==> src/rtl/rf_write_scheduler.sv <==
// Round-robin arbiter that funnels ALU, load and multiplier writebacks onto the
// single register-file write port, with a one-cycle registered write stage.
module rf_write_scheduler #(
    parameter int N  = 32,
    parameter int RA = 5
) (
    input  logic          clk,
    input  logic          rst,
    input  logic          alu_valid,
    input  logic [RA-1:0] alu_addr,
    input  logic [N-1:0]  alu_data,
    output logic          alu_ready,
    input  logic          mem_valid,
    input  logic [RA-1:0] mem_addr,
    input  logic [N-1:0]  mem_data,
    output logic          mem_ready,
    input  logic          mul_valid,
    input  logic [RA-1:0] mul_addr,
    input  logic [N-1:0]  mul_data,
    output logic          mul_ready,
    output logic          rf_we,
    output logic [RA-1:0] rf_waddr,
    output logic [N-1:0]  rf_wdata,
    output logic [1:0]    select_wb,
    output logic          stall
);

    // Handshake: a producer transfers in the cycle where its valid and ready are
    // both high; valid/addr/data are held by the producer until that cycle.
    typedef enum logic [1:0] {
        SRC_ALU = 2'd0,
        SRC_MEM = 2'd1,
        SRC_MUL = 2'd2
    } src_e;

    src_e          last_q, last_d;
    src_e          gsrc;
    logic [2:0]    valid;
    logic [2:0]    grant;
    logic [RA-1:0] gaddr;
    logic [N-1:0]  gdata;

    logic          rf_we_q, rf_we_d;
    logic [RA-1:0] rf_waddr_q, rf_waddr_d;
    logic [N-1:0]  rf_wdata_q, rf_wdata_d;
    logic [1:0]    select_wb_q, select_wb_d;

    assign valid = {mul_valid, mem_valid, alu_valid};

    // Search starts at the source after the last winner; an illegal pointer
    // value falls into the default arm and behaves like MUL.
    always_comb begin
        grant = 3'b000;
        gsrc  = SRC_ALU;
        case (last_q)
            SRC_ALU: begin
                if (valid[1])      begin grant = 3'b010; gsrc = SRC_MEM; end
                else if (valid[2]) begin grant = 3'b100; gsrc = SRC_MUL; end
                else if (valid[0]) begin grant = 3'b001; gsrc = SRC_ALU; end
            end
            SRC_MEM: begin
                if (valid[2])      begin grant = 3'b100; gsrc = SRC_MUL; end
                else if (valid[0]) begin grant = 3'b001; gsrc = SRC_ALU; end
                else if (valid[1]) begin grant = 3'b010; gsrc = SRC_MEM; end
            end
            default: begin
                if (valid[0])      begin grant = 3'b001; gsrc = SRC_ALU; end
                else if (valid[1]) begin grant = 3'b010; gsrc = SRC_MEM; end
                else if (valid[2]) begin grant = 3'b100; gsrc = SRC_MUL; end
            end
        endcase
    end

    always_comb begin
        gaddr = alu_addr;
        gdata = alu_data;
        case (gsrc)
            SRC_MEM: begin gaddr = mem_addr; gdata = mem_data; end
            SRC_MUL: begin gaddr = mul_addr; gdata = mul_data; end
            default: begin gaddr = alu_addr; gdata = alu_data; end
        endcase
    end

    // R0 writes are acknowledged and recorded, but never enable the RF.
    always_comb begin
        last_d      = last_q;
        rf_we_d     = 1'b0;
        rf_waddr_d  = rf_waddr_q;
        rf_wdata_d  = rf_wdata_q;
        select_wb_d = select_wb_q;
        if (|grant) begin
            last_d      = gsrc;
            rf_we_d     = (gaddr != '0);
            rf_waddr_d  = gaddr;
            rf_wdata_d  = gdata;
            select_wb_d = gsrc;
        end
    end

    always_ff @(posedge clk or negedge rst) begin
        if (!rst) begin
            last_q      <= SRC_MUL;
            rf_we_q     <= 1'b0;
            rf_waddr_q  <= '0;
            rf_wdata_q  <= '0;
            select_wb_q <= 2'd0;
        end else begin
            last_q      <= last_d;
            rf_we_q     <= rf_we_d;
            rf_waddr_q  <= rf_waddr_d;
            rf_wdata_q  <= rf_wdata_d;
            select_wb_q <= select_wb_d;
        end
    end

    assign alu_ready = grant[0];
    assign mem_ready = grant[1];
    assign mul_ready = grant[2];
    assign stall     = |(valid & ~grant);

    assign rf_we     = rf_we_q;
    assign rf_waddr  = rf_waddr_q;
    assign rf_wdata  = rf_wdata_q;
    assign select_wb = select_wb_q;

endmodule

==> config.mk <==
export PLATFORM = sky130hd
export DESIGN_NAME = rf_write_scheduler
export DESIGN_NICKNAME = d
export VERILOG_FILES = /design/src/rtl/rf_write_scheduler.sv
export SDC_FILE = /design/constraint.sdc
export NUM_CORES = 1
export LEC_CHECK = 0
export CORE_ASPECT_RATIO = 0.5
export CORE_MARGIN = 4
export CORE_UTILIZATION = 35
export DETAILED_ROUTE_END_ITERATION = 16
export GPL_ROUTABILITY_DRIVEN = 0
export PLACE_DENSITY = 0.83
export SLEW_MARGIN = 5
export SYNTH_ARGS = -nofsm -noshare
export SYNTH_HDL_FRONTEND = slang
export SYNTH_SLANG_ARGS = --single-unit
==> constraint.sdc <==
create_clock -name clk -period 2.69 [get_ports clk]
set_input_delay 0.269 -clock clk [delete_from_list [all_inputs] [get_ports clk]]
set_output_delay 0.269 -clock clk [all_outputs]
set_load 0.02 [all_outputs]
Word-level counts from Yosys, hierarchy flattened
Index checks and enable logic that the tools add are counted.

Register bits: 42. Bits of input ports: 116.

Multiplexer cells: 20. Equal/unequal tests: 3. Bitwise logic cells: 2. Reductions and logical operators: 4.

Operators with widths (number): $pmux W32 S2 (1); $mux W3 (6); $mux W2 (6); $pmux W5 S2 (1); $pmux W3 S2 (1); $reduce_or A3 Y1 (2); $reduce_bool A5 Y1 (1); $eq A2 B1 Y1 const B (2); $mux W1 (4); $pmux W2 S2 (1); $and A3 B3 Y3 (1); $not A3 Y3 (1); $eq A2 B2 Y1 const B (1); $logic_not A2 Y1 (1).

Logic depth before layout (Yosys ltp)
Gate-level depths: netlist (run 1).

Depth after elaboration: 8. Gate-level depth with buffers: 11. Depth with buffers taken out: 9.

Worst setup path before layout (run 1)
No wires, ideal clock.

Path type: register -> register. From: register last_q[1]. To: register rf_we_q, in the netlist rf_we. Slack: 0.530 ns. Buffers on the path: 1. Stages on the path, launching flop included: 11. Data arrival time: 2.027 ns. Data required time: 2.557 ns. Cells stage by stage: dfstp_2 -> inv_1 -> a21oi_1 -> o21a_1 -> inv_1 -> ha_1 -> buf_2 -> nand2_1 -> o21ai_1 -> a2111oi_2 -> a31oi_1.

Elaborated cells on any way between the ends: 10. Classes of those cells: 3 x eq/ne; 4 x mux; 3 x reduce/logical.

RTL lines: from (decl) (line 36) `src_e last_q, last_d;`; from (signal assigned) (line 108) `last_q <= last_d;`; $eq A2 B1 Y1 or $logic_not A2 Y1 (tied branches) (line 55) `case (last_q)`; $pmux W3 S2 (*) (line 55); named net mem_ready (line 16) `output logic mem_ready,`; $reduce_or A3 Y1 (*) (line 91) `if (|grant) begin`; $mux W1 (*) (line 91); named net rf_we_d (line 43) `logic rf_we_q, rf_we_d;`; to (signal assigned) (line 109) `rf_we_q <= rf_we_d;`; to (decl) (line 43).

Mark *: on every way through the listed nets, which the timed path passes. The rest lies on a longest branch. A chain may end at the register's enable or synchronous reset.

Worst setup path after layout (run 1)
From: register last_q[1]. To: register rf_wdata_q[10], in the netlist rf_wdata[10].

Longest elaborated chain between the ends: 4. Elaborated cells on any way between the ends: 8. Classes of those cells: 3 x eq/ne; 3 x mux; 2 x reduce/logical.

RTL lines: $eq A2 B1 Y1 or $logic_not A2 Y1 (tied branches) (line 55); $pmux W2 S2 (line 55); $eq A2 B2 Y1 or $eq A2 B1 Y1 (tied branches) (line 77) `case (gsrc)`; $pmux W32 S2 (line 77); to (signal assigned) (line 111) `rf_wdata_q <= rf_wdata_d;`; to (decl) (line 45) `logic [N-1:0] rf_wdata_q, rf_wdata_d;`.

Parallel ways exist; a longest one is shown, timed or not.

==> results of run 1 <==
==> cell usage after synthesis, types with 2 or more instances <==
master,count
buf_2,12
a22oi_1,35
buf_6,6
ha_1,2
o21ai_0,15
dfrtp_1,40
nand2_1,41
a21oi_1,38
o21ai_1,24
clkbuf_1,3
mux2_1,2
nor2_1,36
buf_4,3
inv_1,5
==> per-layer routing <==
layer / vias up / GRT usage, % / share of wire [%]
met3: 16 / 3.009 / 2.9
met4: 0 / 7.392 / 2.5
met2: 44 / 34.93 / 54
met5: - / 0 / 0
met1: 1163 / 22.87 / 41
li1: 1267 / - / -
==> placed cells by master, fill, tap and decap left out, types with 2 or more instances in the layout <==
cell type,instances
a21oi_1,38
buf_12,2
mux2_1,2
a22oi_1,35
nor2_1,36
o21ai_0,15
buf_4,9
inv_1,5
clkbuf_16,5
nand2_1,41
dfrtp_1,40
clkdlybuf4s50_1,158
o21ai_1,24
clkinv_2,2
==> layout make-up <==
cell class              count  area (µm²)
clock buffers               5       125.1
clock inverters             3       17.52
fillers                   547        2122
inverters                   5       18.77
multi-input cells         202        1091
flip-flops and latches     41        1027
well taps                  88       110.1
repair buffers            170        1694
==> how the worst min path moves through the flow <==
stage | depth (start not counted) | endpoint | slack, ns | from
after global routing | 1 | rf_wdata[11] | 0.20 | rst
after detailed placement | 1 | select_wb[1] | 0.46 | rst
after CTS | 1 | select_wb[1] | 0.15 | rst
final | 1 | rf_wdata[11] | 0.12 | rst
after global placement | 1 | select_wb[1] | 0.46 | rst
after floorplan | 0 | last_q[0] | -0.03 | rst
==> critical path, delay by kind of cell (launching register included) <==
| kind | cells | cell delay (ns) |
|---|---|---|
| flip-flops | 1 | 0.57 |
| AO/OA/AOI/OAI | 4 | 0.55 |
| adder cells (fa/ha/maj) | 1 | 0.50 |
| buffers and inverters | 3 | 0.44 |
| AND/OR/NAND/NOR | 1 | 0.09 |
==> flip-flops by register name, indices dropped and copies added (netlist names) <==
register	cells
last_q	2
rf_waddr	5
rf_wdata	32
rf_we	1
select_wb	1
==> logic make-up after synthesis <==
kind of cell,Yosys count,synth area share (%)
AO/OA/AOI/OAI,118,31.37
AND/OR/NAND/NOR,79,13.31
flip-flops,41,44.79
buffers and inverters,30,8.019
adder cells (fa/ha/maj),3,1.527
multiplexers,2,0.9819
==> through the flow <==
step / util (%) / instance area [µm²] / power (mW) / hold slack [ns] / setup WS (ns)
2_1_floorplan: - / 2293 / 1.409 / -0.02659 / 0.5300
3_3_place_gp: 63.51 / 3941 / 1.972 / 0.4551 / 0.2589
3_5_place_dp: 63.51 / 3941 / 1.995 / 0.4599 / 0.1742
4_1_cts: 65.81 / 4084 / 2.585 / 0.1549 / 0.4178
5_1_grt: 65.81 / 4084 / 2.711 / 0.2010 / 0.2463
6_report: 65.81 / 4084 / 2.560 / 0.1202 / 0.4221
==> power by group through the flow <==
stage | registers [mW] | logic [mW] | clock network (mW)
CTS | 0.834 | 1.16 | 0.594
global placement | 0.836 | 1.14 | 0
floorplan | 1.01 | 0.402 | 0
global route | 0.851 | 1.23 | 0.626
detailed placement | 0.841 | 1.15 | 0
finish | 0.831 | 1.15 | 0.579
==> tab_implementation.tex, run 1 <==
\begin{tabular}{lr}
\hline
Metric & Value \\
\hline
\multicolumn{2}{l}{\textbf{Status}} \\
Result of the run & finished, final reports clean \\
\multicolumn{2}{l}{\textbf{Synth}} \\
Area share of the largest cell type after synthesis & 43.64\% \\
Largest cells by area after synthesis & dfrtp\_1 (44\%), a22oi\_1 (11\%), a21oi\_1 (8.3\%), nand2\_1 (6.7\%), nor2\_1 (5.9\%) \\
Total nets after synthesis & 391 \\
Syn Area/Cell & 8.401 µm² \\
Number of synthesized register bits & 41 \\
Count of cell types in the netlist & 25 \\
Total number of yosys warnings & 0 \\
Post-synth ARST share & 100.0\% \\
Sequential share of the synthesized area & 44.79\% \\
Number of enable-type register cells in the synthesized netlist & 0 \\
Post-synthesis cell count & 273 \\
Post-synthesis instance area & 2293 µm² \\
Library cell occupying the most area in the post-synthesis netlist & dfrtp\_1 \\
Ys flop type & dfrtp\_1 \\
\multicolumn{2}{l}{\textbf{Pwr}} \\
Worst vdd rail ir drop & 338.0 µV \\
Portion of total power attributed to the clock network & 22.6\% \\
Switching power & 891.8 µW \\
Sequential share of power & 32.5\% \\
Internal power of the cells & 1.668 mW \\
Combinational fraction of design power & 44.9\% \\
Switching power share of the total & 34.84\% \\
Cell Pwr Density & 626.8 nW/µm² \\
Static leakage power & 1.606 nW \\
\multicolumn{2}{l}{\textbf{Timing}} \\
Time the worst path needs with I/O delays and setup & 2.268 ns \\
Least-Margin Pin Slew & 0.9247 ns \\
Number of slew-limit violations in the final report & 0 \\
Worst Clk Skew & 0.002100 ns \\
Tightest slew margin relative to the limit & 38.36\% \\
Total Negative Setup Slacks & 0 ns \\
Unrepaired setup endpoints after global routing & no \\
Setup Viol. Count Final & 0 \\
Hold Violations, Final & 0 \\
Fraction of the cycle the final worst path needs & 84.31\% \\
Peak clock frequency supported by timing & 0.4409 GHz \\
\multicolumn{2}{l}{\textbf{Setup path}} \\
Cell depth of the worst flop-to-flop path & 9 \\
Critical register-to-register path endpoint & rf\_wdata[10] \\
Class of the most critical setup path & reg -> reg \\
Worst endpoint data arrival time & 2.44 ns \\
Worst-path fanout max & 24 \\
Critical path endpoint & rf\_wdata[10] \\
Cell with the biggest individual delay on the critical path & dfstp\_2 \\
Startpoint type of the worst setup path & register \\
Source of the critical timing path & last\_q[1] \\
Slowest Stage Delay on Critical Path & 0.57 ns \\
Critical register-to-register path startpoint & last\_q[1] \\
Slack of the worst reg-to-reg path & 0.42 ns \\
Crit path capture type & register \\
CP Cell Sequence & inv\_1, a21oi\_1, o21a\_1, inv\_1, ha\_2, buf\_4, nor2\_1, a21oi\_1, o21ai\_1 \\
Required time of the critical path & 2.86 ns \\
\multicolumn{2}{l}{\textbf{Layout}} \\
Fraction of layout cells with a size suffix above 1 & 6.573\% \\
Layout Area Growth over Synthesis & 78.07\% \\
Antenna diode instance count & 0 \\
NumNets Final & 543 \\
Non-filler instance count after layout & 514 \\
\multicolumn{2}{l}{\textbf{Floorplan}} \\
Number of placed I/O pins & 160 \\
Number of rows in the core area & 20 \\
Die X-Extent & 122.5 µm \\
Starting density of the core & 36.96\% \\
Area of the placeable core & 6206 µm² \\
Die boundary height & 65.24 µm \\
Total die area & 7991 µm² \\
\multicolumn{2}{l}{\textbf{GRT}} \\
Via count of the first global-routing pass & 2,560 \\
Pin count of the biggest net entering global routing & 44 \\
Global-route total usage across every layer & 19.16\% \\
Initial antenna violation count & 0 \\
Global-route congestion overflow total & 0 \\
Global-route wire length before repair & 12.08 mm \\
\multicolumn{2}{l}{\textbf{Route}} \\
Via density & 4.844 \\
Router iterations before antenna repair & 4 \\
Number of vias in the routed layout & 2,490 \\
Final WL & 7.836 mm \\
Per-cell routed wire length & 15.25 µm \\
DRT iter0 DRCs & 94 \\
Total DRC errors in the routed layout & 0 \\
Post-route antenna net violation count & 0 \\
\multicolumn{2}{l}{\textbf{Place}} \\
Detailed Place HPWL & 6.160 mm \\
\# placed instances & 506 \\
Buffers on Ports & 159 \\
\multicolumn{2}{l}{\textbf{Run}} \\
Max-Cap Viols & 0 \\
\multicolumn{2}{l}{\textbf{Clock network}} \\
Hold\_buf cts & 0 \\
Worst-skew pair later-pin latency & 0.28 ns \\
CTS HTree Levels & 2 \\
Number of buffers created by CTS & 5 \\
Clock Tree Root & clkbuf\_16 \\
Clock-pin slew of the registers on the worst-case setup and hold paths & 0.06 ns \\
TritonCTS clock tree & done \\
CTS resizes & 0 \\
Maximum buffer depth of the clock tree & 2 \\
Clock sink count & 41 \\
Setup Fix Bufs, Post-CTS & 0 \\
\multicolumn{2}{l}{\textbf{Min path}} \\
Class of the tightest hold or removal check & in -> async \\
\hline
\end{tabular}
Note: power is estimated with default switching activity, not from simulation.
==> run 2, diff against run 1 <==
clock period = 2.1 ns   (was 2.69 ns; I/O delays follow)
==> run 2 against run 1 <==
Compared with the run above: the run now ends with setup timing left; clock skew decreased by 0.00053 ns; global-route usage increased by 2.2 points; sequential share of layout area decreased by 2.6 points; utilization increased by 7.7 points; final cell count increased by 4.1%; sequential power increased by 29%; wire length increased by 27%; via count increased by 13%; non-clock buffer count increased by 21; fmax increased by 4.7%; first-iteration DRC count increased to 3.1 times the previous value; final area increased by 12%; critical path type unchanged; highest routed layer unchanged.
==> tab_implementation.tex, run 2 (synthesis results as in run 1) <==
\begin{tabular}{lr}
\hline
Metric & Value \\
\hline
\multicolumn{2}{l}{\textbf{Clock network}} \\
Maximum buffer depth of the clock tree & 2 (unchanged) \\
Clock-pin slew of the registers on the worst-case setup and hold paths & 0.06 ns (about the same) \\
Worst-skew pair later-pin latency & 0.28 ns (about the same) \\
Number of buffers created by CTS & 5 (unchanged) \\
Clock Tree Root & clkbuf\_16 \\
Clock sink count & 41 (unchanged) \\
CTS HTree Levels & 2 (unchanged) \\
TritonCTS clock tree & done \\
\multicolumn{2}{l}{\textbf{Setup path}} \\
Startpoint type of the worst setup path & register \\
Worst endpoint data arrival time & 2.31 ns (-0.13 ns) \\
Worst-path fanout max & 5 (-79\%) \\
Cell depth of the worst flop-to-flop path & 10 (+1) \\
Crit path capture type & register \\
Required time of the critical path & 2.24 ns (-0.62 ns) \\
Critical register-to-register path startpoint & last\_q[1] \\
Critical register-to-register path endpoint & rf\_we \\
Slack of the worst reg-to-reg path & -0.07 ns (-0.49 ns) \\
Class of the most critical setup path & reg -> reg \\
\multicolumn{2}{l}{\textbf{Place}} \\
Buffers on Ports & 159 (unchanged) \\
Dpl ws & -0.1552 ns (-0.3294 ns) \\
Detailed Place HPWL & 6.226 mm (+1.1\%) \\
\multicolumn{2}{l}{\textbf{Floorplan}} \\
Number of placed I/O pins & 160 (unchanged) \\
Starting density of the core & 36.96\% (unchanged) \\
Number of rows in the core area & 20 (unchanged) \\
Total die area & 7991 µm² (unchanged) \\
Area of the placeable core & 6206 µm² (unchanged) \\
Die X-Extent & 122.5 µm (unchanged) \\
Die boundary height & 65.24 µm (unchanged) \\
\multicolumn{2}{l}{\textbf{Layout}} \\
Antenna diode instance count & 0 (unchanged) \\
Area used by multi-input combinational logic & 1282 µm² (+18\%) \\
NumNets Final & 564 (+3.9\%) \\
Number of flip-flops under the largest register name & 32 (unchanged) \\
Commonest cells after routing, fill and taps aside & clkdlybuf4s50\_1 (157), nand2\_1 (41), dfrtp\_1 (40), nor2\_1 (36), a21oi\_1 (32) \\
Number of fill cells in the layout & 414 (-24\%) \\
Area occupied by registers & 1027 µm² (unchanged) \\
Fraction of layout cells with a size suffix above 1 & 18.57\% (+12 points) \\
Layout Area Growth over Synthesis & 99.02\% \\
Share of the core filled with cells in the final layout & 73.55\% (+7.7 points) \\
Leading cell type in the layout, fill and taps excluded & clkdlybuf4s50\_1 \\
\multicolumn{2}{l}{\textbf{Timing}} \\
Number of slew-limit violations in the final report & 0 (unchanged) \\
Worst hold margin & 0.4141 ns (+0.2939 ns) \\
Setup Viol. Count Final & 6 (+6) \\
Time the worst path needs with I/O delays and setup & 2.166 ns (-0.1017 ns) \\
PnR worst setup slack & -0.06627 ns (-0.4883 ns) \\
Worst Clk Skew & 0.001574 ns (-0.0005259 ns) \\
Hold Violations, Final & 0 (unchanged) \\
Tightest slew margin relative to the limit & 69.96\% (+32 points) \\
Least-Margin Pin Slew & 0.4507 ns (-0.4740 ns) \\
Fraction of the cycle the final worst path needs & 103.2\% (+19 points) \\
Unrepaired setup endpoints after global routing & yes \\
Peak clock frequency supported by timing & 0.4616 GHz (+4.7\%) \\
\multicolumn{2}{l}{\textbf{Route}} \\
Number of vias in the routed layout & 2,817 (+13\%) \\
Via density & 5.265 (+8.7\%) \\
Final WL & 9.979 mm (+27\%) \\
Per-cell routed wire length & 18.65 µm (+22\%) \\
Router iterations before antenna repair & 4 (unchanged) \\
Post-route antenna net violation count & 0 (unchanged) \\
Total DRC errors in the routed layout & 0 (unchanged) \\
DRT iter0 DRCs & 290 (+210\%) \\
\multicolumn{2}{l}{\textbf{Status}} \\
Result of the run & complete, but fails checks \\
Violations in the final reports & setup timing \\
\multicolumn{2}{l}{\textbf{Pwr}} \\
Worst vdd rail ir drop & 460.8 µV (+36\%) \\
Static leakage power & 1.782 nW (+11\%) \\
Cell Pwr Density & 837.1 nW/µm² (+34\%) \\
\multicolumn{2}{l}{\textbf{Min path}} \\
Class of the tightest hold or removal check & in -> async \\
\multicolumn{2}{l}{\textbf{GRT}} \\
Global-route total usage across every layer & 21.31\% (+2.2 points) \\
Initial antenna violation count & 0 (unchanged) \\
Pin count of the biggest net entering global routing & 44 (unchanged) \\
Via count of the first global-routing pass & 2,616 (+2.2\%) \\
Global-route congestion overflow total & 0 (unchanged) \\
Global-route wire length before repair & 13.32 mm (+10\%) \\
\multicolumn{2}{l}{\textbf{Run}} \\
Max-Cap Viols & 0 (unchanged) \\
\hline
\end{tabular}
[run 2: changes by cell type in the layout (fill, tap and decap cells not counted), moves of 4 or more]
cell	previous run	this run
a22oi_1	35	11
a22oi_2	1	25
buf_4	9	18
a21oi_1	38	32
a21oi_2	0	6
o21ai_0	15	9
buf_6	0	5
buf_12	2	6
o21ai_1	24	28
[run 2: power breakdown]
group | leakage [nW] | total [mW] | internal (mW) | switching (mW)
Sequential | 0.507 | 1.07 | 0.971 | 0.103
Combinational | 1.19 | 1.85 | 0.943 | 0.907
Clock | 0.0841 | 0.898 | 0.594 | 0.304
Total | 1.78 | 3.82 | 2.51 | 1.31
[run 2: cell type report]
type | instances | share of cell area, %
clock inverter | 1 | 0.6579
multi-input combinational | 202 | 28.10
timing repair buffer | 191 | 42.79
inverter | 5 | 0.4112
sequential | 41 | 22.51
clock buffer | 7 | 3.125
tap | 88 | 2.412
[run 2: critical path: stages (launching register included)]
cell and delay [ns]:
dfstp_2 0.58, inv_1 0.07, a21oi_2 0.18, o21a_2 0.17, inv_2 0.05, ha_4 0.24, buf_6 0.15, nand2_1 0.08
o21ai_2 0.09, a2111oi_4 0.29, a31oi_1 0.14
[run 2: worst max-delay path by stage]
stage / from / slack [ns] / end
after floorplan: last_q[1] / 0.02 / rf_we
after global placement: alu_valid / -0.09 / rf_we
after detailed placement: alu_valid / -0.16 / rf_we
after CTS: last_q[1] / 0.02 / rf_we
after global routing: last_q[1] / -0.16 / rf_wdata[21]
final: last_q[1] / -0.07 / rf_we
[run 2: repair_timing]
item                                    CTS  global route
endpoints found under the hold margin    18             0
buffers inserted                          0             8
gates cloned                              0             3
endpoints found under the setup margin   20            39
hold buffers                              1             0
pin swaps                                 0            13
resized for setup                         3            51
[run 2: layer usage]
metal  share of wire, %  wire length [µm]  track usage (%)  up-vias
li1                   -                 -                -     1308
met1                 40              3955            24.81     1398
met2                 54              5382            39.71       88
met3                4.2               423            3.783       23
met4                2.2               217            7.392        0
met5                  0                 0                0        -
[run 2: stage by stage]
step / total power, mW / TNS, ns / cell area [µm²] / std cells
6_report: 3.821 / -0.1548 / 4564 / 535
3_5_place_dp: 2.610 / -2.895 / 4039 / 515
5_1_grt: 3.989 / -1.730 / 4564 / 535
2_1_floorplan: 1.807 / 0 / 2298 / 273
3_3_place_gp: 2.588 / -1.383 / 4039 / 515
4_1_cts: 3.533 / 0 / 4233 / 524
==> edit (config.mk and constraints of run 1) <==
Change the parameter `RA` from 5 to 4.
--- a/src/rtl/rf_write_scheduler.sv
+++ b/src/rtl/rf_write_scheduler.sv
@@ -2,7 +2,7 @@
 // single register-file write port, with a one-cycle registered write stage.
 module rf_write_scheduler #(
     parameter int N  = 32,
-    parameter int RA = 5
+    parameter int RA = 4
 ) (
     input  logic          clk,
     input  logic          rst,
Ports: changed (resized alu_addr, mem_addr, mul_addr and rf_waddr); port bits go from 160 to 156. The function was not compared with the original's and may differ.
==> edit against run 1 <==
  * Worst setup slack better by 100 ps
  * Sequential cell count is 1 lower
  * Sequential power is 2% lower
  * Area after synthesis is 4.1% lower
  * Via count is 2.5% lower
  * Die area is 3.8% lower
  * Global-route usage is 0.95 points lower
  * Non-clock buffer count is 7 lower
  * Cell area is 3.6% lower
  * Total power is 2.8% lower
  * Wire length is 8.2% lower
  * Final cell count is 2.3% lower
  * Largest cell class unchanged
==> edit: results (changes against run 1) <==
[synth]
ys_types = 20  ; -20%
synth_area_leaders = dfrtp_1, a22oi_1, a21oi_1, o21ai_0, nand2_1
synthTopCellsByCount = nand2_1, a21oi_1, dfrtp_1, nor2_1, a22oi_1
async_reset_ff_share_pct = 100.0  ; unchanged
synth_fp_nets = 383  ; -2.0%
syn-mean-instance-area_um2 = 8.203  ; -2.4%
ys_seq_area_share_pct = 45.59  ; +0.80 points
ys_warn_count = 0  ; unchanged
ys.flop_type = dfrtp_1

[placed_design]
hpwl_mm = 5.488  ; -11%
dp_cells = 494  ; -2.4%
io_buffers = 155  ; -2.5%
placed_area_um2 = 3790  ; -3.8%

[cts]
numCtsBuffers = 5  ; unchanged
post_cts_buffers = 0  ; unchanged
clk_pin_slew_worst_paths_ps = 60  ; about the same
post_cts_resized = 0  ; unchanged
clockBufferDepth = 2  ; unchanged
clk_latency_ps = 280  ; about the same
cts.htree.levels = 2  ; unchanged
cts_root_buf = clkbuf_16

[worst_setup_path]
reg2reg_to = rf_wdata[28]
worst-path-max-fanout = 44  ; +83%
ff2ff_path_depth = 9  ; unchanged
timing.rr.start = last_q[1]
crit_path_max_incr_delay_ps = 570  ; about the same
arrival_ps = 2290  ; -150 ps
cp_slowest_cell = dfstp_2
reg2reg_slack_ps = 530  ; +100 ps

[power_and_ir_drop]
switching_power_uw = 832.0  ; -6.7%
irDropWorstVdd_uv = 315.3  ; -6.7%
p_leak_uw = 0.001534  ; -4.5%

[global_routing]
grt_pass1_wl_mm = 11.25  ; -6.9%
grt_max_degree = 76  ; +73%
antenna_found_initial = 0  ; unchanged
grt.total_usage_pct = 18.21  ; -0.95 points

[final_layout]
n_antenna_cell = 0  ; unchanged
syn_to_final_growth_pct = 79.06
final_net_count = 528  ; -2.8%
drive_above_1_share_pct = 4.589  ; -2.0 points
largest_reg_flops = 32  ; unchanged
fill_cells = 514  ; -6.0%

[run_status]
status = finished, final reports clean

[timing]
skew_ps = 3.355  ; +1.255 ps
worst_pin_slew_ps = 871.6  ; -53.10 ps

[route]
vias = 2427  ; -2.5%
routedWlPerCell_um = 14.32  ; -6.0%
drtIter0Drc = 129  ; +37%
viasPerCell = 4.835  ; -0.20%
drt-pass1-iter-count = 4  ; unchanged

[min_path]
min_path_type = primary input to async pin

edit: cell count changes in the layout (fill, tap and decap cells not counted), sizes merged, moves of 2 or more:
cell | run 1 | this run
clkinv | 2 | 0
clkbuf | 5 | 8
clkdlybuf4s50 | 158 | 154
mux2 | 2 | 0
buf | 12 | 9
edit: worst max-delay path: cells and delay by family, from the launching register on:
family | cells | cell delay (ps)
compound gates | 4 | 540
fa+ha+maj | 1 | 460
buf+inv | 3 | 350
flops | 1 | 570
simple gates | 1 | 70
edit: how the worst max path moves through the flow:
stage,endpoint,startpoint,cells after the start
final,rf_wdata[28],last_q[1],9
after global routing,rf_we,last_q[1],9
after CTS,rf_wdata[28],last_q[1],9
after detailed placement,rf_wdata[28],mul_valid,9
after global placement,rf_we,mul_valid,9
after floorplan,rf_wdata[27],last_q[1],9
edit: final cells by class:
class	count	share of cell area, %
Multi-Input combinational cell	198	26.10
Clock buffer	8	3.719
Sequential cell	40	25.46
Timing Repair Buffer	163	41.45
Tap cell	88	2.797
Inverter	5	0.4768
edit: cells by family after synthesis:
group,after synthesis,synth area share [%]
AOI/OAI and AO/OA,116,30.96
and+or+nand+nor,79,13.77
DFF,40,45.59
buffers and inverters,30,8.081
adders and majority gates,3,1.593
edit: power by group through the flow:
stage / registers (µW) / clock network, µW / logic (µW)
after floorplan: 983 / 0 / 363
after global placement: 818 / 0 / 1090
after detailed placement: 821 / 0 / 1100
after CTS: 814 / 597 / 1100
after global routing: 833 / 620 / 1180
final: 812 / 583 / 1090
edit: per-layer routing:
| layer | GRT usage, % | wire length (µm) | vias up |
|---|---|---|---|
| met5 | 0 | 0 | - |
| met4 | 6.277 | 161 | 0 |
| met3 | 4.244 | 322 | 16 |
| met2 | 32.84 | 3835 | 55 |
| met1 | 21.42 | 2871 | 1122 |
| li1 | - | - | 1234 |
edit: stage by stage:
stage          total power, µW  worst slack (ps)  hold WS, ps
5_1_grt                   2629             338.0        188.9
3_5_place_dp              1918             283.0        439.1
3_3_place_gp              1904             325.1        440.9
2_1_floorplan             1346             555.3       -26.59
4_1_cts                   2513             509.2        143.2
6_report                  2489             525.2        103.6
